### src/rtl/fetch_decode_stage_if.sv
// Signal bundle between the fetch/decode stage and its surroundings
// (hazard unit, decode-stage redirect logic, instruction memory, control decoder).
interface fetch_decode_stage_if #(
    parameter int CNT_W = 16
);
    // No valid/ready handshake on this bundle: StallF/StallD are the only flow
    // control, and a stalled register holds its value across the edge.
    logic             StallF;
    logic             StallD;
    logic             FlushD;
    logic             PCSrcD;
    logic [31:0]      PCBranchD;
    logic             JumpD;
    logic [31:0]      InstrF;
    logic [31:0]      PCF;
    logic [31:0]      InstrD;
    logic [31:0]      PCPlus4D;
    logic [5:0]       OpD;
    logic [5:0]       FunctD;
    logic             ValidD;
    logic [CNT_W-1:0] BubbleCount;

    modport master (
        output StallF, StallD, FlushD, PCSrcD, PCBranchD, JumpD, InstrF,
        input  PCF, InstrD, PCPlus4D, OpD, FunctD, ValidD, BubbleCount
    );

    modport slave (
        input  StallF, StallD, FlushD, PCSrcD, PCBranchD, JumpD, InstrF,
        output PCF, InstrD, PCPlus4D, OpD, FunctD, ValidD, BubbleCount
    );
endinterface

### src/rtl/fetch_decode_stage.sv
// Fetch stage and IF/ID pipeline register: PC with branch/jump redirect,
// stall/flush handling, and a saturating count of bubbles loaded into decode.
module fetch_decode_stage #(
    parameter logic [31:0] RESET_PC = 32'h0000_0000,
    parameter int          CNT_W    = 16
) (
    input  logic                 clk,
    input  logic                 rst,
    fetch_decode_stage_if.slave  bus
);
    logic [31:0]      pc_q, pc_d;
    logic [31:0]      instr_q, instr_d;
    logic [31:0]      pc_plus4_d_q, pc_plus4_d_d;
    logic             valid_q, valid_d;
    logic [CNT_W-1:0] bubble_q, bubble_d;

    logic [31:0]      pc_plus4_f;
    logic [31:0]      jump_target;

    assign pc_plus4_f  = pc_q + 32'd4;
    assign jump_target = {pc_plus4_d_q[31:28], instr_q[25:0], 2'b00};

    always_comb begin
        pc_d         = pc_q;
        instr_d      = instr_q;
        pc_plus4_d_d = pc_plus4_d_q;
        valid_d      = valid_q;
        bubble_d     = bubble_q;

        // A stalled fetch drops any redirect; the instruction causing it is
        // held in decode and re-issues the redirect once the stall clears.
        if (!bus.StallF) begin
            if (bus.JumpD) begin
                pc_d = jump_target;
            end else if (bus.PCSrcD) begin
                pc_d = bus.PCBranchD;
            end else begin
                pc_d = pc_plus4_f;
            end
        end

        if (bus.StallD) begin
            instr_d      = instr_q;
            pc_plus4_d_d = pc_plus4_d_q;
            valid_d      = valid_q;
        end else if (bus.FlushD) begin
            instr_d      = 32'd0;
            pc_plus4_d_d = 32'd0;
            valid_d      = 1'b0;
            if (bubble_q != {CNT_W{1'b1}}) begin
                bubble_d = bubble_q + 1'b1;
            end
        end else begin
            instr_d      = bus.InstrF;
            pc_plus4_d_d = pc_plus4_f;
            valid_d      = 1'b1;
        end
    end

    always_ff @(posedge clk) begin
        if (rst) begin
            pc_q         <= RESET_PC;
            instr_q      <= 32'd0;
            pc_plus4_d_q <= 32'd0;
            valid_q      <= 1'b0;
            bubble_q     <= '0;
        end else begin
            pc_q         <= pc_d;
            instr_q      <= instr_d;
            pc_plus4_d_q <= pc_plus4_d_d;
            valid_q      <= valid_d;
            bubble_q     <= bubble_d;
        end
    end

    // All outputs come from registers; InstrF never reaches an output combinationally.
    assign bus.PCF         = pc_q;
    assign bus.InstrD      = instr_q;
    assign bus.PCPlus4D    = pc_plus4_d_q;
    assign bus.OpD         = instr_q[31:26];
    assign bus.FunctD      = instr_q[5:0];
    assign bus.ValidD      = valid_q;
    assign bus.BubbleCount = bubble_q;
endmodule

### src/flat_wrapper.sv
// flat-port wrapper written by rule: the top's interface ports become plain ports
module fetch_decode_stage_flat 
#(
    parameter logic [31:0] RESET_PC = 32'h0000_0000,
    parameter int          CNT_W    = 16
)
  (clk, rst, bus_StallF, bus_StallD, bus_FlushD, bus_PCSrcD, bus_PCBranchD, bus_JumpD, bus_InstrF, bus_PCF, bus_InstrD, bus_PCPlus4D, bus_OpD, bus_FunctD, bus_ValidD, bus_BubbleCount);
  fetch_decode_stage_if #(.CNT_W(CNT_W)) bus_i ();
  input  logic clk;
  input  logic rst;
  input wire logic [$bits(bus_i.StallF)-1:0] bus_StallF;
  input wire logic [$bits(bus_i.StallD)-1:0] bus_StallD;
  input wire logic [$bits(bus_i.FlushD)-1:0] bus_FlushD;
  input wire logic [$bits(bus_i.PCSrcD)-1:0] bus_PCSrcD;
  input wire logic [$bits(bus_i.PCBranchD)-1:0] bus_PCBranchD;
  input wire logic [$bits(bus_i.JumpD)-1:0] bus_JumpD;
  input wire logic [$bits(bus_i.InstrF)-1:0] bus_InstrF;
  output wire logic [$bits(bus_i.PCF)-1:0] bus_PCF;
  output wire logic [$bits(bus_i.InstrD)-1:0] bus_InstrD;
  output wire logic [$bits(bus_i.PCPlus4D)-1:0] bus_PCPlus4D;
  output wire logic [$bits(bus_i.OpD)-1:0] bus_OpD;
  output wire logic [$bits(bus_i.FunctD)-1:0] bus_FunctD;
  output wire logic [$bits(bus_i.ValidD)-1:0] bus_ValidD;
  output wire logic [$bits(bus_i.BubbleCount)-1:0] bus_BubbleCount;
  assign bus_i.StallF = bus_StallF;
  assign bus_i.StallD = bus_StallD;
  assign bus_i.FlushD = bus_FlushD;
  assign bus_i.PCSrcD = bus_PCSrcD;
  assign bus_i.PCBranchD = bus_PCBranchD;
  assign bus_i.JumpD = bus_JumpD;
  assign bus_i.InstrF = bus_InstrF;
  assign bus_PCF = bus_i.PCF;
  assign bus_InstrD = bus_i.InstrD;
  assign bus_PCPlus4D = bus_i.PCPlus4D;
  assign bus_OpD = bus_i.OpD;
  assign bus_FunctD = bus_i.FunctD;
  assign bus_ValidD = bus_i.ValidD;
  assign bus_BubbleCount = bus_i.BubbleCount;
  fetch_decode_stage #(.RESET_PC(RESET_PC), .CNT_W(CNT_W)) u_core (.clk(clk), .rst(rst), .bus(bus_i));
endmodule
### config.mk
export PLATFORM = sky130hd
export DESIGN_NAME = fetch_decode_stage_flat
export DESIGN_NICKNAME = d
export VERILOG_FILES = /design/src/rtl/fetch_decode_stage_if.sv /design/src/rtl/fetch_decode_stage.sv /design/src/flat_wrapper.sv
export SDC_FILE = /design/constraint.sdc
export NUM_CORES = 1
export LEC_CHECK = 0
export CORE_MARGIN = 2
export CORE_UTILIZATION = 41
export DETAILED_ROUTE_END_ITERATION = 7
export PLACE_DENSITY = 0.77
export RECOVER_POWER = 100
export REMOVE_ABC_BUFFERS = 1
export SLEW_MARGIN = 10
export SYNTH_ARGS = -nofsm -noshare
export SYNTH_HDL_FRONTEND = slang
export SYNTH_SLANG_ARGS = --single-unit
### constraint.sdc
create_clock -name clk -period 2.1 [get_ports clk]
set_clock_uncertainty 0.2 [all_clocks]
set_input_delay 0.315 -clock clk [delete_from_list [all_inputs] [get_ports clk]]
set_output_delay 0.315 -clock clk [all_outputs]
set_load 0.03 [all_outputs]
Word-level counts from Yosys, hierarchy flattened
Index checks and enable logic that the tools add are counted.

word-level totals
  output and inout port bits = 125
  bits in writable memories = 0
  register bits after elaboration = 113
  memories kept = 0
  latch bits = 0
  memory bits (read-only) = 0

cells by class
  add/subtract/negate cells = 2
  reduce and logical (&&, ||, !) cells = 1
  multiplexer cells = 5
  shifts and indexed selects = 0
  div/mod/pow operators = 0
  $mul = 0
  bitwise gates (word level) = 1
  equal/unequal tests = 1
  order comparisons = 0

operators with widths
  operator                                                         number
  32-bit 2-to-1 mux                                                4
  32-bit by 3-bit adder with 32-bit output, second input constant  1
  16-bit by 1-bit adder with 16-bit output, second input constant  1
  16-bit != test, second input constant                            1
  3-bit AND reduction                                              1
  1-bit 2-to-1 mux                                                 1
  1-bit inverter                                                   1

Logic depth before layout (Yosys ltp)
  depth after elaboration = 3
  depth in mapped cells = 7
  gate-level depth less buffers = 6

Worst setup path after synthesis
Ideal clock, no wire load.

  path kind = register to register
  start = reg u_core.pc_q[2], in the netlist u_core.bus.PCF[2]
  end = reg u_core.pc_q[16], in the netlist u_core.bus.PCF[16]
  path slack = -511 ps
  data required time = 1,825 ps
  setup time = 75 ps
  cell stages (with the launch flop) = 8
  data arrival time = 2,336 ps
  buffers on the path = 1
  cell sequence = dfxtp_1 ha_1 nand3_1 or4_4 buf_6 or2_4 o32a_1 o22ai_1

between the ends
  cells in the longest elaborated chain, start to end = 3

RTL lines
  item                                      line                      text
  from (decl)                               fetch_decode_stage.sv:11  logic [31:0] pc_q, pc_d;
  from (signal assigned)                    fetch_decode_stage.sv:68  pc_q <= pc_d;
  32-bit by 3-bit adder with 32-bit output  fetch_decode_stage.sv:20  assign pc_plus4_f = pc_q + 32'd4;
  32-bit 2-to-1 mux                         fetch_decode_stage.sv:35  end else if (bus.PCSrcD) begin
  32-bit 2-to-1 mux                         fetch_decode_stage.sv:33  if (bus.JumpD) begin

No other way between the ends.
A chain may end at the register's enable or synchronous reset.

Worst setup path in the final report
  start = reg u_core.pc_q[2], in the netlist u_core.bus.PCF[2]
  end = reg u_core.pc_q[28], in the netlist u_core.bus.PCF[28]

Same word-level chain as after synthesis.

==> impl_metrics.env <==
export IMPL_vias_in_the_first_global_route=5912
export IMPL_critical_path_required_ns=2.19
export IMPL_final_hold_vio_count=0
export IMPL_synthesis_yosys_warnings=0
export IMPL_crit_slowest_cell="or4_4"
export IMPL_crit_path_start_kind="register"
export IMPL_post_route_wl_um=19600
export IMPL_initial_core_util=0.424
export IMPL_maxClockFrequency_mhz=439
export IMPL_die_width_um=119
export IMPL_clock_tree_htree_level_count=4
export IMPL_setup_violations=13
export IMPL_combinational_family_with_the_most_area_after_synthesis="compound AO/OA/AOI/OAI gates"
export IMPL_routabilityCongestion=0.863
export IMPL_hold_class="primary input to register"
export IMPL_power_density_cell_area_nw_per_um2=695
export IMPL_rsz_0062_raised_after_global_routing="true"
export IMPL_antennaDiodeCount=0
export IMPL_maxCapViolations=0
export IMPL_grt_start_max_net_pins=38
export IMPL_dr_first_iter_drc_count=445
export IMPL_rr_endpoint="u_core.bus.PCF[28]$_SDFFE_PP0N_"
export IMPL_utilization=0.672
export IMPL_fp_rows=41
export IMPL_finalCriticalPeriod_ns=2.28
export IMPL_violations="setup timing"
export IMPL_post_route_cell_area_um2=8550
export IMPL_route_detailed_drc=0
export IMPL_relSlewSlack=0.341
export IMPL_count_of_input_and_output_buffers=195
export IMPL_drt_pass1_iterations=5
export IMPL_synth_cell_type_count=55
export IMPL_muxShareOfSynthArea=0.0185
export IMPL_worstPathArrival_ns=2.37
export IMPL_die_height_um=119
export IMPL_worstPathCellList="ha_4 -> nand3_4 -> or4_4 -> buf_4 -> buf_6 -> o31a_1 -> o21ai_2 -> a21oi_1"
export IMPL_timing_critical_path_to="u_core.bus.PCF[28]$_SDFFE_PP0N_"
export IMPL_total_leakage_power_uw=0.00329
export IMPL_power_uw=5940
export IMPL_overflow=0
export IMPL_tightest_slew_ns=0.986
export IMPL_boundaryPins=196
export IMPL_syn_cell_area_um2=5400
export IMPL_clock_root_buffer="clkbuf_16"
export IMPL_synth_main_ff_cell="dfxtp_1"
export IMPL_crit_path_end_kind="register"
export IMPL_timing_rr_start="u_core.bus.PCF[2]$_SDFFE_PP0N_"
export IMPL_synth_simple_gate_area_frac=0.201
export IMPL_final_critical_path_setup_slack_ns=-0.177
export IMPL_critical_path_class="register to register"
export IMPL_ys_seq_elements=113
export IMPL_synth_enable_flop_cells=0
export IMPL_routed_wire_length_per_instance_um=18.5
export IMPL_synth_compound_gate_area_share=0.231
export IMPL_adder_cell_share_of_the_synthesized_area=0.00463
export IMPL_most_common_layout_cells="clkdlybuf4s50_1 (155), dfxtp_1 (111), nor2_1 (82)"
export IMPL_die_area_um2=14100
export IMPL_clock_insertion_delay_worst_skew_ns=0.42
export IMPL_core_region_area_um2=12700
export IMPL_vias_per_cell=5.71
export IMPL_layout_drive_gt1_share=0.163
export IMPL_ctsLongestPathBuffers=2
export IMPL_cts_tree="built"
export IMPL_tritoncts_num_buffers=17
export IMPL_worstRegToRegCells=8
export IMPL_xor_xnor_share_of_the_synthesized_area=0.0616
export IMPL_worst_path_clk_slew_ns=0.05
export IMPL_routed_via_count=6039
export IMPL_layout_area_overhead_vs_synth_pct=58.4
export IMPL_status="finished with violations"
export IMPL_syn_area_per_cell_um2=8.53
export IMPL_hold_slack_ns=0.0612
export IMPL_grt_pass1_wl_um=30000
export IMPL_placement_setup_worst_slack_ns=-0.179
export IMPL_post_dp_cell_area_um2=7870
export IMPL_clock_sinks=113
export IMPL_largest_stage_delay_worst_path_ns=0.56
export IMPL_rrSetupSlack_ns=-0.18
export IMPL_period_share=1.08
export IMPL_detailed_place_hpwl_um=14100
export IMPL_drtAntennaViolNets=0
export IMPL_synth_seq_area_share=0.419
export IMPL_asyncSetResetFlopFracSynth=0
export IMPL_synth_cells=633
export IMPL_grt_util_all_layers=0.268
export IMPL_design_final_nets=947
export IMPL_irDropWorstVdd_mv=0.468
export IMPL_antenna_found_initial=0
export IMPL_pins_over_slew_limit=0
export IMPL_critPathMaxFanout=5
export IMPL_layout_cells_most_common="clkdlybuf4s50_1"
export IMPL_source_of_the_critical_timing_path="u_core.bus.PCF[2]$_SDFFE_PP0N_"
timing repair:
action / 4_1_cts / 5_1_grt
setup endpoints to repair: 35 / 40
setup buffers: 5 / 4
resized for setup: 37 / 35
hold buffers: 0 / 0
pin swaps: 11 / 13
power by group:
group	switching [uW]	internal (uW)
Sequential	59.1	2210
Clock	966	1830
Combinational	490	385
Total	1520	4430
critical path: cells and delay by family, from the launching register on:
family                     cells  cell delay (ns)
DFF                            1             0.35
buffers and inverters          2             0.29
adders and majority gates      1             0.15
and+or+nand+nor                2             0.64
AOI/OAI and AO/OA              3             0.52
state kept, by name, summed over array words and instances (netlist names):
register and cells:
u_core.bus.ValidD 1, u_core.bus.InstrD 32, u_core.bus.PCPlus4D 32, u_core.bus.PCF 32, u_core.bus.BubbleCount 16
cell type report:
class	count	area [um2]
Timing Repair Buffer	282	2480
Tap cell	172	215
Multi-Input combinational cell	442	2940
Inverter	18	67.6
Fill cell	1050	4170
Sequential cell	113	2260
Clock inverter	4	47.5
Clock buffer	26	529
worst min path at each step:
stage,from,to,slack (ns),cells after the start
5_1_grt,rst,u_core.bus.InstrD[13]$_SDFFE_PP0N_,0.06,2
3_3_place_gp,u_core.bus.PCPlus4D[26]$_SDFFE_PP0N_,u_core.bus.PCPlus4D[26]$_SDFFE_PP0N_,0.23,2
4_1_cts,rst,u_core.bus.InstrD[24]$_SDFFE_PP0N_,0.04,2
3_5_place_dp,u_core.bus.PCPlus4D[26]$_SDFFE_PP0N_,u_core.bus.PCPlus4D[26]$_SDFFE_PP0N_,0.24,2
6_report,rst,u_core.bus.InstrD[24]$_SDFFE_PP0N_,0.06,2
2_1_floorplan,rst,u_core.bus.BubbleCount[1]$_SDFFE_PP0P_,0.18,1
synth_stat cells (3+ instances only):
cell	number	share of area
dfxtp_1	113	0.42
nor2_1	85	0.059
a22oi_1	47	0.065
clkbuf_1	45	0.031
a21oi_1	35	0.032
nand2_1	30	0.021
o21ai_0	28	0.026
a22o_1	23	0.037
xnor2_1	23	0.037
nor3_1	17	0.016
inv_1	16	0.011
nand3_1	15	0.014
nand4_1	15	0.017
xor2_1	15	0.024
buf_4	12	0.017
mux2i_1	10	0.019
nor4_1	10	0.012
and4_1	7	0.011
a221oi_1	6	0.0097
nor2b_1	5	0.0058
o22ai_1	5	0.0058
o31a_1	5	0.0081
o32ai_1	5	0.0081
a221o_1	4	0.0074
and3_1	4	0.0046
or4_1	4	0.0056
a211oi_1	3	0.0042
nor3b_1	3	0.0042
o211ai_1	3	0.0042
o2bb2ai_1	3	0.0049
or3_1	3	0.0035
layer usage:
metal | GRT usage | part of all wire | vias up
met3 | 0.0753 | 0.078 | 48
li1 | - | - | 2802
met1 | 0.312 | 0.40 | 2900
met2 | 0.452 | 0.49 | 289
met4 | 0.127 | 0.032 | 0
met5 | 0 | 0 | -
cell families (layout without fill, tap and decap cells):
group / Yosys count / in the layout
adders and majority gates: 2 / 2
xor gates and xnor gates: 38 / 38
and+or+nand+nor: 214 / 214
DFF: 113 / 113
buffers and inverters: 78 / 330
muxes: 10 / 10
AOI/OAI and AO/OA: 178 / 178
through the flow:
stage                     TNS, ns  std cells
final                       -1.21       1057
after global routing        -2.65       1057
after CTS                  -0.798       1053
after detailed placement    -7.06       1018
after global placement      -3.15       1018
after floorplan             -5.64        573
(Power assumes the default switching activity.)
==> RTL change, RTL diff (same flow settings) <==
`CNT_W` is set to 16 in 3 places; all go to 14.
--- a/src/rtl/fetch_decode_stage_if.sv
+++ b/src/rtl/fetch_decode_stage_if.sv
@@ -1,7 +1,7 @@
 // Signal bundle between the fetch/decode stage and its surroundings
 // (hazard unit, decode-stage redirect logic, instruction memory, control decoder).
 interface fetch_decode_stage_if #(
-    parameter int CNT_W = 16
+    parameter int CNT_W = 14
 );
     // No valid/ready handshake on this bundle: StallF/StallD are the only flow
     // control, and a stalled register holds its value across the edge.
--- a/src/rtl/fetch_decode_stage.sv
+++ b/src/rtl/fetch_decode_stage.sv
@@ -2,7 +2,7 @@
 // stall/flush handling, and a saturating count of bubbles loaded into decode.
 module fetch_decode_stage #(
     parameter logic [31:0] RESET_PC = 32'h0000_0000,
-    parameter int          CNT_W    = 16
+    parameter int          CNT_W    = 14
 ) (
     input  logic                 clk,
     input  logic                 rst,
--- a/src/flat_wrapper.sv
+++ b/src/flat_wrapper.sv
@@ -2,7 +2,7 @@
 module fetch_decode_stage_flat 
 #(
     parameter logic [31:0] RESET_PC = 32'h0000_0000,
-    parameter int          CNT_W    = 16
+    parameter int          CNT_W    = 14
 )
   (clk, rst, bus_StallF, bus_StallD, bus_FlushD, bus_PCSrcD, bus_PCBranchD, bus_JumpD, bus_InstrF, bus_PCF, bus_InstrD, bus_PCPlus4D, bus_OpD, bus_FunctD, bus_ValidD, bus_BubbleCount);
   fetch_decode_stage_if #(.CNT_W(CNT_W)) bus_i ();
Ports: changed (resized bus_BubbleCount); port bits go from 196 to 194. The function was not compared with the original's and may differ.
==> RTL change against the original RTL <==
The run still ends with setup timing left; die area decreased by 1.8%; worst setup slack gained 160 ps; maximum frequency up 7.7%; wire length is 0.45% lower; power fell by 16%; cell area shrank 0.86%; synthesized cell count is 1.4% higher; core utilization is essentially flat; area after synthesis down 1.8%; sequential cell count is 2 lower; cell count increased by 0.19%; highest routed layer unchanged.
==> RTL change: results (changes against the original RTL) <==
* Status: finished, violations left (unchanged)
* Failing checks: setup timing (unchanged)
* Number of global-route vias before repair at 5744 (was 5912)
* Final net count at 954 (was 947)
* Initial antenna violation count at 1 (was 0)
* DP Area at 7766 sq um (was 7870 sq um)
* # diodes at 1 (was 0)
* Multi-input combinational area share at 34.66% (was 34.43%)
* Non-clk buf share at 31.66% (was 29.03%)
* Routability cong. at 0.8829 (was 0.8628)
* Final worst slack at -14.44 ps (was -177.2 ps)
* I/O Buffers at 193 (was 195)
* Worst path arrival time at 2190 ps (was 2370 ps)
* Largest net degree at the start of global routing at 35 (was 38)
* H-tree Lvls at 3 (was 4)
* Layout cells sized above 1 at 18.06% (was 16.27%)
* Synth top area cells: dfxtp_1 42%, a22oi_1 5.7%, nor2_1 5.5%, o21ai_0 4.4%, a21oi_1 3.7% (was dfxtp_1 42%, a22oi_1 6.5%, nor2_1 5.9%, a22o_1 3.7%, xnor2_1 3.7%)
* Sequential Power Share at 44.8% (was 38.3%)
* Final core occ at 67.17% (was 67.21%)
* Clk Latency, worst-skew pair at 350 ps (was 420 ps)
* First-pass GRT wire length at 30.27 mm (was 29.99 mm)
* Nonclk inv count at 19 (was 18)
* Via count at 5941 (was 6039)
* Final setup viols at 2 (was 13)
* Cts bufs inserted at 9 (was 17)
* Critical R2R Launch: u_core.bus.PCF[18]$_SDFFE_PP0N_ (was u_core.bus.PCF[2]$_SDFFE_PP0N_)
* Synth cell types at 58 (was 55)
RTL change: kinds of logic (layout without fill, tap and decap cells):
logic type,Yosys count,after routing,synth area share [%]
compound gates,188,188,23.16
xor+xnor,35,35,5.784
fa+ha+maj,2,2,0.4721
buf+inv,77,321,6.327
flops,111,111,41.93
mux,2,2,0.3777
other cells,0,1,0
simple gates,227,227,21.95
RTL change: worst min-delay path by stage:
stage | startpoint | to | slack (ps) | cells past startpoint
global placement | u_core.bus.PCPlus4D[20]$_SDFFE_PP0N_ | u_core.bus.PCPlus4D[20]$_SDFFE_PP0N_ | 240 | 2
finish | rst | u_core.bus.InstrD[16]$_SDFFE_PP0N_ | 130 | 2
global route | rst | u_core.bus.InstrD[29]$_SDFFE_PP0N_ | 140 | 2
detailed placement | u_core.bus.PCPlus4D[31]$_SDFFE_PP0N_ | u_core.bus.PCPlus4D[31]$_SDFFE_PP0N_ | 250 | 2
CTS | rst | u_core.bus.InstrD[16]$_SDFFE_PP0N_ | 130 | 2
floorplan | rst | u_core.bus.PCF[0]$_SDFFE_PP0P_ | 180 | 1
RTL change: per-layer routing:
layer  track usage [%]  share of wire (%)
met1             33.89                 42
met2             44.88                 49
met5                 0                  0
met3             4.312                6.4
met4             11.30                2.4
RTL change: stage by stage:
| stage | setup TNS (ps) | setup slack (ps) | std cells |
|---|---|---|---|
| floorplan | -6334 | -501.0 | 584 |
| global placement | -2990 | -208.6 | 1022 |
| detailed placement | -6606 | -244.6 | 1022 |
| CTS | -101.3 | -54.54 | 1041 |
| global route | -737.9 | -107.9 | 1059 |
| finish | -20.16 | -14.44 | 1059 |
RTL change: repair_timing:
action                                  CTS  global route
gates resized for setup                  16            53
setup buffers                             3            17
endpoints found under the setup margin   14            25
pin swaps                                 2            19
hold buffers                              0             0
